[config.mk]
export PLATFORM = sky130hd
export DESIGN_NAME = disp_regctrl_ml
export DESIGN_NICKNAME = d
export VERILOG_FILES = /design/src/rtl/disp_regctrl_ml.sv
export SDC_FILE = /design/constraint.sdc
export NUM_CORES = 1
export LEC_CHECK = 0
export ABC_CLOCK_PERIOD_IN_PS = 1510
export CORE_AREA = 10 10 143 145
export DETAILED_ROUTE_END_ITERATION = 6
export DIE_AREA = 0 0 153 155
export PLACE_DENSITY = 0.89
export SYNTH_ARGS = -nofsm -noshare
export SYNTH_HDL_FRONTEND = slang
export SYNTH_SLANG_ARGS = --single-unit
[constraint.sdc]
create_clock -name ACLK -period 1.51 [get_ports ACLK]
set_input_delay 0.151 -clock ACLK [delete_from_list [all_inputs] [get_ports ACLK]]
set_output_delay 0.151 -clock ACLK [all_outputs]
set_load 0.01 [all_outputs]
[src/rtl/disp_regctrl_ml.sv]
// Multi-layer display register block: pending layer state committed to the fetch units at VSYNC.
// Optional frame counter at 0x00C is built only when DISP_FRAMECNT_EN is defined.
module disp_regctrl_ml #(
    parameter int unsigned NLAYER = 2,
    parameter int unsigned AW     = 29
) (
    input  logic                 ACLK,
    input  logic                 ARST_X,
    input  logic                 DSP_VSYNC_X,
    input  logic [15:0]          WRADDR,
    input  logic [3:0]           BYTEEN,
    input  logic                 WREN,
    input  logic [31:0]          WDATA,
    input  logic [15:0]          RDADDR,
    input  logic                 RDEN,
    output logic [31:0]          RDATA,
    output logic                 DISPON,
    output logic [NLAYER*AW-1:0] DISPADDR,
    output logic [NLAYER-1:0]    LAYEREN,
    output logic                 DSP_IRQ,
    input  logic [NLAYER-1:0]    BUF_UNDER,
    input  logic [NLAYER-1:0]    BUF_OVER
);

    logic                 vs_s1_q, vs_s2_q, vs_s3_q, vs_fall;
    logic                 dispon_q, dispon_d;
    logic [1:0]           inten_q, inten_d;
    logic [2:0]           stat_q, stat_d, w1c;
    logic                 cp_q, cp_d;
    logic [AW-1:0]        pend_addr_q [NLAYER];
    logic [AW-1:0]        pend_addr_d [NLAYER];
    logic [NLAYER-1:0]    pend_en_q, pend_en_d;
    logic [NLAYER*AW-1:0] act_addr_q, act_addr_d;
    logic [NLAYER-1:0]    act_en_q, act_en_d;
    logic                 irq_q, irq_d;
    logic [31:0]          rdata_q, rdata_d, rd_val;
    logic [15:0]          framecnt;

    logic                 wr_hit, rd_hit, wr_lay, rd_lay, layer_wr;
    logic [9:0]           wr_off, rd_off;
    logic [3:0]           wr_layer, rd_layer;
    logic [1:0]           wr_sel, rd_sel;
    logic [31:0]          wr_old, wr_merged;

    assign wr_hit   = WREN && (WRADDR[15:12] == 4'h0);
    assign wr_off   = WRADDR[11:2];
    assign wr_lay   = (wr_off[9:6] == 4'h1);
    assign wr_layer = wr_off[5:2];
    assign wr_sel   = wr_off[1:0];
    assign rd_hit   = (RDADDR[15:12] == 4'h0);
    assign rd_off   = RDADDR[11:2];
    assign rd_lay   = (rd_off[9:6] == 4'h1);
    assign rd_layer = rd_off[5:2];
    assign rd_sel   = rd_off[1:0];

    // Falling edge of the synchronised VSYNC_X.
    assign vs_fall = vs_s3_q & ~vs_s2_q;

    function automatic logic [31:0] be_merge(input logic [31:0] old, input logic [31:0] nw,
                                             input logic [3:0] be);
        logic [31:0] r;
        for (int b = 0; b < 4; b++) begin
            r[b*8 +: 8] = be[b] ? nw[b*8 +: 8] : old[b*8 +: 8];
        end
        return r;
    endfunction

    always_comb begin
        wr_old = '0;
        for (int n = 0; n < int'(NLAYER); n++) begin
            if (int'(wr_layer) == n) wr_old[AW-1:0] = pend_addr_q[n];
        end
        wr_merged = be_merge(wr_old, WDATA, BYTEEN);
    end

    always_comb begin
        dispon_d    = dispon_q;
        inten_d     = inten_q;
        pend_addr_d = pend_addr_q;
        pend_en_d   = pend_en_q;
        layer_wr    = 1'b0;

        if (wr_hit && wr_off == 10'd0 && BYTEEN[0]) dispon_d = WDATA[0];
        if (wr_hit && wr_off == 10'd1 && BYTEEN[0]) inten_d  = WDATA[1:0];

        for (int n = 0; n < int'(NLAYER); n++) begin
            if (wr_hit && wr_lay && int'(wr_layer) == n) begin
                if (wr_sel == 2'd0) begin
                    pend_addr_d[n] = wr_merged[AW-1:0];
                    layer_wr       = 1'b1;
                end else if (wr_sel == 2'd1) begin
                    layer_wr = 1'b1;
                    if (BYTEEN[0]) pend_en_d[n] = WDATA[0];
                end
            end
        end

        // Display off: active tracks pending directly. Display on: copy the pre-write pending
        // state at vs_fall, so a coinciding write stays pending for the next frame.
        act_addr_d = act_addr_q;
        act_en_d   = act_en_q;
        cp_d       = cp_q | layer_wr;
        if (!dispon_q) begin
            for (int n = 0; n < int'(NLAYER); n++) act_addr_d[n*AW +: AW] = pend_addr_d[n];
            act_en_d = pend_en_d;
            cp_d     = 1'b0;
        end else if (vs_fall) begin
            for (int n = 0; n < int'(NLAYER); n++) act_addr_d[n*AW +: AW] = pend_addr_q[n];
            act_en_d = pend_en_q;
            cp_d     = layer_wr;
        end

        w1c       = (wr_hit && wr_off == 10'd2 && BYTEEN[0]) ? WDATA[2:0] : 3'b000;
        stat_d[0] = vs_fall     | (stat_q[0] & ~w1c[0]);
        stat_d[1] = |BUF_UNDER  | (stat_q[1] & ~w1c[1]);
        stat_d[2] = |BUF_OVER   | (stat_q[2] & ~w1c[2]);

        irq_d = (stat_q[0] & inten_q[0]) | ((stat_q[1] | stat_q[2]) & inten_q[1]);
    end

    always_comb begin
        rd_val = '0;
        if (rd_hit) begin
            case (rd_off)
                10'd0:   rd_val[0]    = dispon_q;
                10'd1:   rd_val[1:0]  = inten_q;
                10'd2:   rd_val[3:0]  = {cp_q, stat_q};
                10'd3:   rd_val[15:0] = framecnt;
                default: begin
                    for (int n = 0; n < int'(NLAYER); n++) begin
                        if (rd_lay && int'(rd_layer) == n) begin
                            if (rd_sel == 2'd0)      rd_val[AW-1:0] = pend_addr_q[n];
                            else if (rd_sel == 2'd1) rd_val[0]      = pend_en_q[n];
                        end
                    end
                end
            endcase
        end
        rdata_d = RDEN ? rd_val : rdata_q;
    end

    always_ff @(posedge ACLK or negedge ARST_X) begin
        if (!ARST_X) begin
            vs_s1_q    <= 1'b1;
            vs_s2_q    <= 1'b1;
            vs_s3_q    <= 1'b1;
            dispon_q   <= 1'b0;
            inten_q    <= '0;
            stat_q     <= '0;
            cp_q       <= 1'b0;
            for (int n = 0; n < int'(NLAYER); n++) pend_addr_q[n] <= '0;
            pend_en_q  <= '0;
            act_addr_q <= '0;
            act_en_q   <= '0;
            irq_q      <= 1'b0;
            rdata_q    <= '0;
        end else begin
            vs_s1_q    <= DSP_VSYNC_X;
            vs_s2_q    <= vs_s1_q;
            vs_s3_q    <= vs_s2_q;
            dispon_q   <= dispon_d;
            inten_q    <= inten_d;
            stat_q     <= stat_d;
            cp_q       <= cp_d;
            pend_addr_q <= pend_addr_d;
            pend_en_q  <= pend_en_d;
            act_addr_q <= act_addr_d;
            act_en_q   <= act_en_d;
            irq_q      <= irq_d;
            rdata_q    <= rdata_d;
        end
    end

`ifdef DISP_FRAMECNT_EN
    logic [15:0] fc_q, fc_d;

    // A clear coinciding with an increment wins.
    always_comb begin
        fc_d = fc_q;
        if (wr_hit && wr_off == 10'd3) fc_d = '0;
        else if (vs_fall && dispon_q)  fc_d = fc_q + 16'd1;
    end

    always_ff @(posedge ACLK or negedge ARST_X) begin
        if (!ARST_X) fc_q <= '0;
        else         fc_q <= fc_d;
    end

    assign framecnt = fc_q;
`else
    assign framecnt = '0;
`endif

    assign RDATA    = rdata_q;
    assign DISPON   = dispon_q;
    assign DISPADDR = act_addr_q;
    assign LAYEREN  = act_en_q;
    assign DSP_IRQ  = irq_q;

    logic unused;
    assign unused = ^{WRADDR[1:0], RDADDR[1:0], wr_merged};

endmodule
; ---- Word-level counts from Yosys, hierarchy flattened
; Cells that the tools add are included.
; W data, S select, Z words.
[op_classes]
reduce_logical = 25
n_eq_ne = 12
bitwise_logic = 16
mux = 45
[ops]
columns = operator, n
row1 = $mux W29, 9
row2 = $mux W58, 2
row3 = $mux W28, 2
row4 = $eq A10 B2 Y1 const B, 3
row5 = $mux W8, 3
row6 = $eq A10 B1 Y1 const B, 2
row7 = $logic_not A10 Y1, 2
row8 = $mux W1, 20
row9 = $logic_not A4 Y1, 4
row10 = $mux W13, 1
row11 = $logic_and A1 B1 Y1, 12
row12 = $mux W12, 1
row13 = $eq A4 B1 Y1 const B, 2
row14 = $eq A4 B2 Y1 const B, 2
row15 = $and A1 B1 Y1, 6
row16 = $or A1 B1 Y1, 6
row17 = $reduce_or A2 Y1, 3
row18 = $mux W5, 1
row19 = $eq A2 B1 Y1 const B, 2
row20 = $logic_not A2 Y1, 2
row21 = $mux W2, 2
row22 = $not A1 Y1, 4
row23 = $pmux W1 S4, 1
row24 = $pmux W2 S2, 1
row25 = 5 further kinds, 5
[totals]
ff_bits = 160
wordCells = 112
output_inout_bits = 94
in_bits = 77

; ---- Depth between registers and ports, before layout
; Gate-level depths: netlist of the first run.
[depth]
ltp_word = 11
ltp_mapped = 7
depth_no_buf = 4

; ---- Least setup slack after synthesis of the first run
; OpenSTA, ideal clock, no wires.
[synth_path]
kind = flip-flop to flip-flop
start = register vs_s3_q
end = register act_addr_q[10] (netlist: DISPADDR[10])
setup_ns = 0.082
slack_ns = -0.042
arrival_time_ns = 1.470
n_path_buf = 3
stages_incl_launch_ff = 8
path_cell_list = dfstp_2 nor2b_1 clkbuf_1 buf_2 buf_2 nand2_1 and3_1 a31oi_1
[synth_via]
elab_chain_cells = 2
[synth_rtl]
columns = item, line
row1 = "start, declared", 25  ; logic vs_s1_q, vs_s2_q, vs_s3_q, vs_fall;
row2 = "start signal, assigned", 160  ; vs_s3_q <= vs_s2_q;
row3 = $and A1 B1 Y1, 57  ; assign vs_fall = vs_s3_q & ~vs_s2_q;
row4 = $ne A2 B2 Y1 (no source line), -
row5 = "end signal, assigned", 167  ; act_addr_q <= act_addr_d;
row6 = "end, declared", 33  ; logic [NLAYER*AW-1:0] act_addr_q, act_addr_d;
; No other way between the ends.
; A chain may end at the register's enable or synchronous reset.

; ---- Final worst setup path of the first run
[layout_path]
start = register vs_s3_q
end = register act_addr_q[33] (netlist: DISPADDR[33])
; Same word-level chain as after synthesis.

==> results.cfg, run 1 <==
[run_status]
status = finished, violations left
failed_checks = negative setup slack

[place]
io_buffer_count = 160
gp_congestion = 0.873
dp_hpwl_mm = 19.1
dpl.cell_count = 1275

[timing]
hold_violations = 0
slew_violations = 0
post-route-period-util_pct = 110
fin_skew_ps = 7.12
setup_slack_ps = -147
max_freq_ghz = 0.604
rsz0062_at_grt = true
setup_tns_ps = -496
final-setup-viol-count = 19
min_period_ps = 1660

[routing]
drt_iter0_markers = 1053
drtAntennaViolNets = 0
drt-total-wl_mm = 30.8
wl_per_cell_um = 23.1
drt-pass1-iter-count = 7
num_vias = 8286
drcViolationCount = 0
vias_per_cell = 6.22

[critical_path]
critPathKind = flop to flop
reg2reg_depth = 6
rr_startpoint = vs_s3_q
cp.buffers_inverters = 2
timing.rr.end = DISPADDR[33]
cpPeakStageDelay_ps = 530
cpMaxStageDelayCell = dfstp_2
crit_arrival_ps = 1990
worst-path-max-fanout = 9
cp.required_ps = 1850
critPathLaunchType = flop
cp-end-kind = flop
rrSetupSlack_ps = -150
path_cells = nor2b_4 > buf_6 > clkbuf_16 > nand2_1 > and3_1 > a31oi_1
path_delay_family = flip-flops

[floorplanning]
design.core.area_um2 = 17700
die_x_um = 153
die-area_um2 = 23700
start_util_pct = 46.1
io_pins = 171
row_count = 49
dieHeight_um = 155

[global_routing]
grt_max_degree = 43
grt_first_pass_wirelength_mm = 44.0
gr-usage-met1_pct = 28.3
antenna_found_initial = 1
grtUsageMet2_pct = 37.5
top_usage_layer = met2
grt-ovfl-total = 0
use_met3_pct = 6.56
track_usage_pct = 23.1
grt_pass1_vias = 8096

[power_and_ir_drop]
power_switching_w = 0.00237
power_w = 0.00963
p_clk_share_pct = 45.4
powerDensity_nw_per_um2 = 831
combPwrFrac_pct = 9.9
p_sw_share_pct = 24.6
power.internal_w = 0.00726
leakagePower_nw = 6.02
vdd_drop_max_uv = 848
p_seq_share_pct = 44.7

[cells_and_area]
final_nets = 1166
layout.cells.non_filler = 1332
drive_gt1_share_pct = 17.9
syn_to_final_growth_pct = 42.3
fillerInstances = 1284
post-route-util_pct = 65.6

[synth]
synth-simple-area-share_pct = 21.7
yosys-mux-area-fraction_pct = 7.95
dominantRegCellSynth = dfrtp_1
avgSynthCellArea_um2 = 9.18
synth-compound-area-share_pct = 15.0
ys_warn_count = 0
async_flop_share_pct = 100
post_synth_num_cell_types = 55
synth_top_family_by_area = simple AND/OR/NAND/NOR gates
synthCells = 887
synthAdderAreaFrac_pct = 0
ys_ff_latch = 160
synth_edf_count = 0
netlist_area_um2 = 8140
synth_seq_area_share_pct = 49.2
synth_xor_xnor_area_share_pct = 0

[worst_hold_path]
holdPathEnd = vs_s1_q
hold_depth = 1
min_from = DSP_VSYNC_X
hold_path.class = input port to flop

[clock_tree]
ctsLongestPathBuffers = 2
clk_pin_slew_worst_paths_ps = 70
h-tree-depth = 4
clk_latency_ps = 440
ctsRootBufferMaster = clkbuf_16
cts_sinks = 160
cts_tree = built
numCtsBuffers = 17

[job]
cap_violations = 0
-- layer usage --
layer  part of all wire (%)  routed length, um
met5                      0                  0
met4                    4.2               1280
met3                     11               3390
met2                     48              14600
met1                     37              11400
-- flip-flops by register name, indices dropped and copies added (netlist names) --
name	flops
RDATA	29
pend_en_q	2
DISPON	1
DSP_IRQ	1
vs_s1_q	1
pend_addr_q	58
DISPADDR	58
stat_q	3
cp_q	1
vs_s2_q	1
inten_q	2
vs_s3_q	1
LAYEREN	2
-- layout make-up --
class	instances	area, um^2	share of cell area [%]
multi-input combinational	627	3890	33.6
tap	229	287	2.47
inverter	30	113	0.972
clock buffer	21	460	3.97
clock inverter	11	131	1.13
timing repair buffer	253	2690	23.2
antenna	1	2.50	0.0216
sequential	160	4010	34.6
-- cell usage after synthesis, drive strengths merged, types with 4 or more instances --
master / instances / area share, %
and3: 57 / 4.4
nand2: 208 / 9.6
dfrtp: 157 / 48
o21ai: 90 / 6.6
nand4: 8 / 0.61
nand2b: 4 / 0.31
nand3: 59 / 3.6
o211ai: 6 / 0.55
nor2b: 4 / 0.31
buf: 28 / 2.6
clkbuf: 44 / 2.0
nor3: 4 / 0.31
inv: 29 / 1.3
a31oi: 57 / 4.4
or4: 5 / 0.60
o22ai: 27 / 2.1
mux2i: 59 / 7.3
-- logic make-up after synthesis --
group | after synthesis
AND/OR/NAND/NOR | 367
multiplexers | 63
other | 1
buffers and inverters | 102
flip-flops | 160
AO/OA/AOI/OAI | 194
-- cells in the final DEF, fill, tap and decap left out, drive strengths merged, types with 4 or more instances in the layout --
cell type	Yosys	layout
inv	29	32
mux2i	59	59
o22ai	27	27
clkdlybuf4s50	0	64
or4	5	5
nand4	8	8
nand3	59	59
nand2b	4	4
dfrtp	157	157
o211ai	6	6
nor2b	4	4
and3	57	57
dlymetal6s2s	0	41
nand2	208	208
a31oi	57	57
clkinv	1	4
clkbuf	44	28
dlygate4sd2	0	52
o21ai	90	90
nor3	4	4
buf	28	88
-- repair_timing --
item                                    CTS  global route
hold endpoints to repair                 36             0
cloned                                    0             8
endpoints found under the setup margin  143           144
hold buffers                              1             0
resized for setup                        64           105
setup buffers                             3            12
pin swaps                                 8            34
-- worst max-delay path by stage --
stage,slack (ps),from,cells after the start,end
5_1_grt,-200,vs_s3_q,6,DISPADDR[33]
6_report,-150,vs_s3_q,6,DISPADDR[33]
2_1_floorplan,-10,vs_s2_q,6,DISPADDR[29]
3_3_place_gp,-530,WRADDR[5],7,DISPADDR[31]
4_1_cts,0.1,BYTEEN[0],7,DISPADDR[35]
3_5_place_dp,-590,WRADDR[5],7,DISPADDR[35]
-- stage by stage --
step	hold slack [ps]	setup slack, ps	area [um^2]
floorplan	-145	-13.0	8150
global placement	114	-529	10400
detailed placement	113	-591	10400
CTS	97.8	0.104	11000
global route	95.4	-204	11600
finish	109	-147	11600
-- worst reg2reg max path, cell delays in order (launching register included) --
cell,delay (ps)
dfstp_2,530
nor2b_4,210
buf_6,180
clkbuf_16,170
nand2_1,70
and3_1,180
a31oi_1,210
-- power by group through the flow --
| stage | clock, W | combinational (W) | sequential (W) |
|---|---|---|---|
| floorplan | 0 | 0.000280 | 0.00439 |
| global placement | 0 | 0.000790 | 0.00438 |
| detailed placement | 0 | 0.000803 | 0.00438 |
| CTS | 0.00438 | 0.000818 | 0.00431 |
| global route | 0.00457 | 0.000998 | 0.00430 |
| finish | 0.00437 | 0.000955 | 0.00431 |
Power figures use the tool's default switching activity.
==> run 2, diff against run 1 <==
--- a/config.mk
+++ b/config.mk
@@ -7,6 +7,7 @@
 export LEC_CHECK = 0
 export ABC_CLOCK_PERIOD_IN_PS = 1510
 export CORE_AREA = 10 10 143 145
+export CTS_CLUSTER_DIAMETER = 200
 export DETAILED_ROUTE_END_ITERATION = 6
 export DIE_AREA = 0 0 153 155
 export PLACE_DENSITY = 0.89
==> results of run 2 <==
Final layout, timing and power as in run 1 (identical DEF).
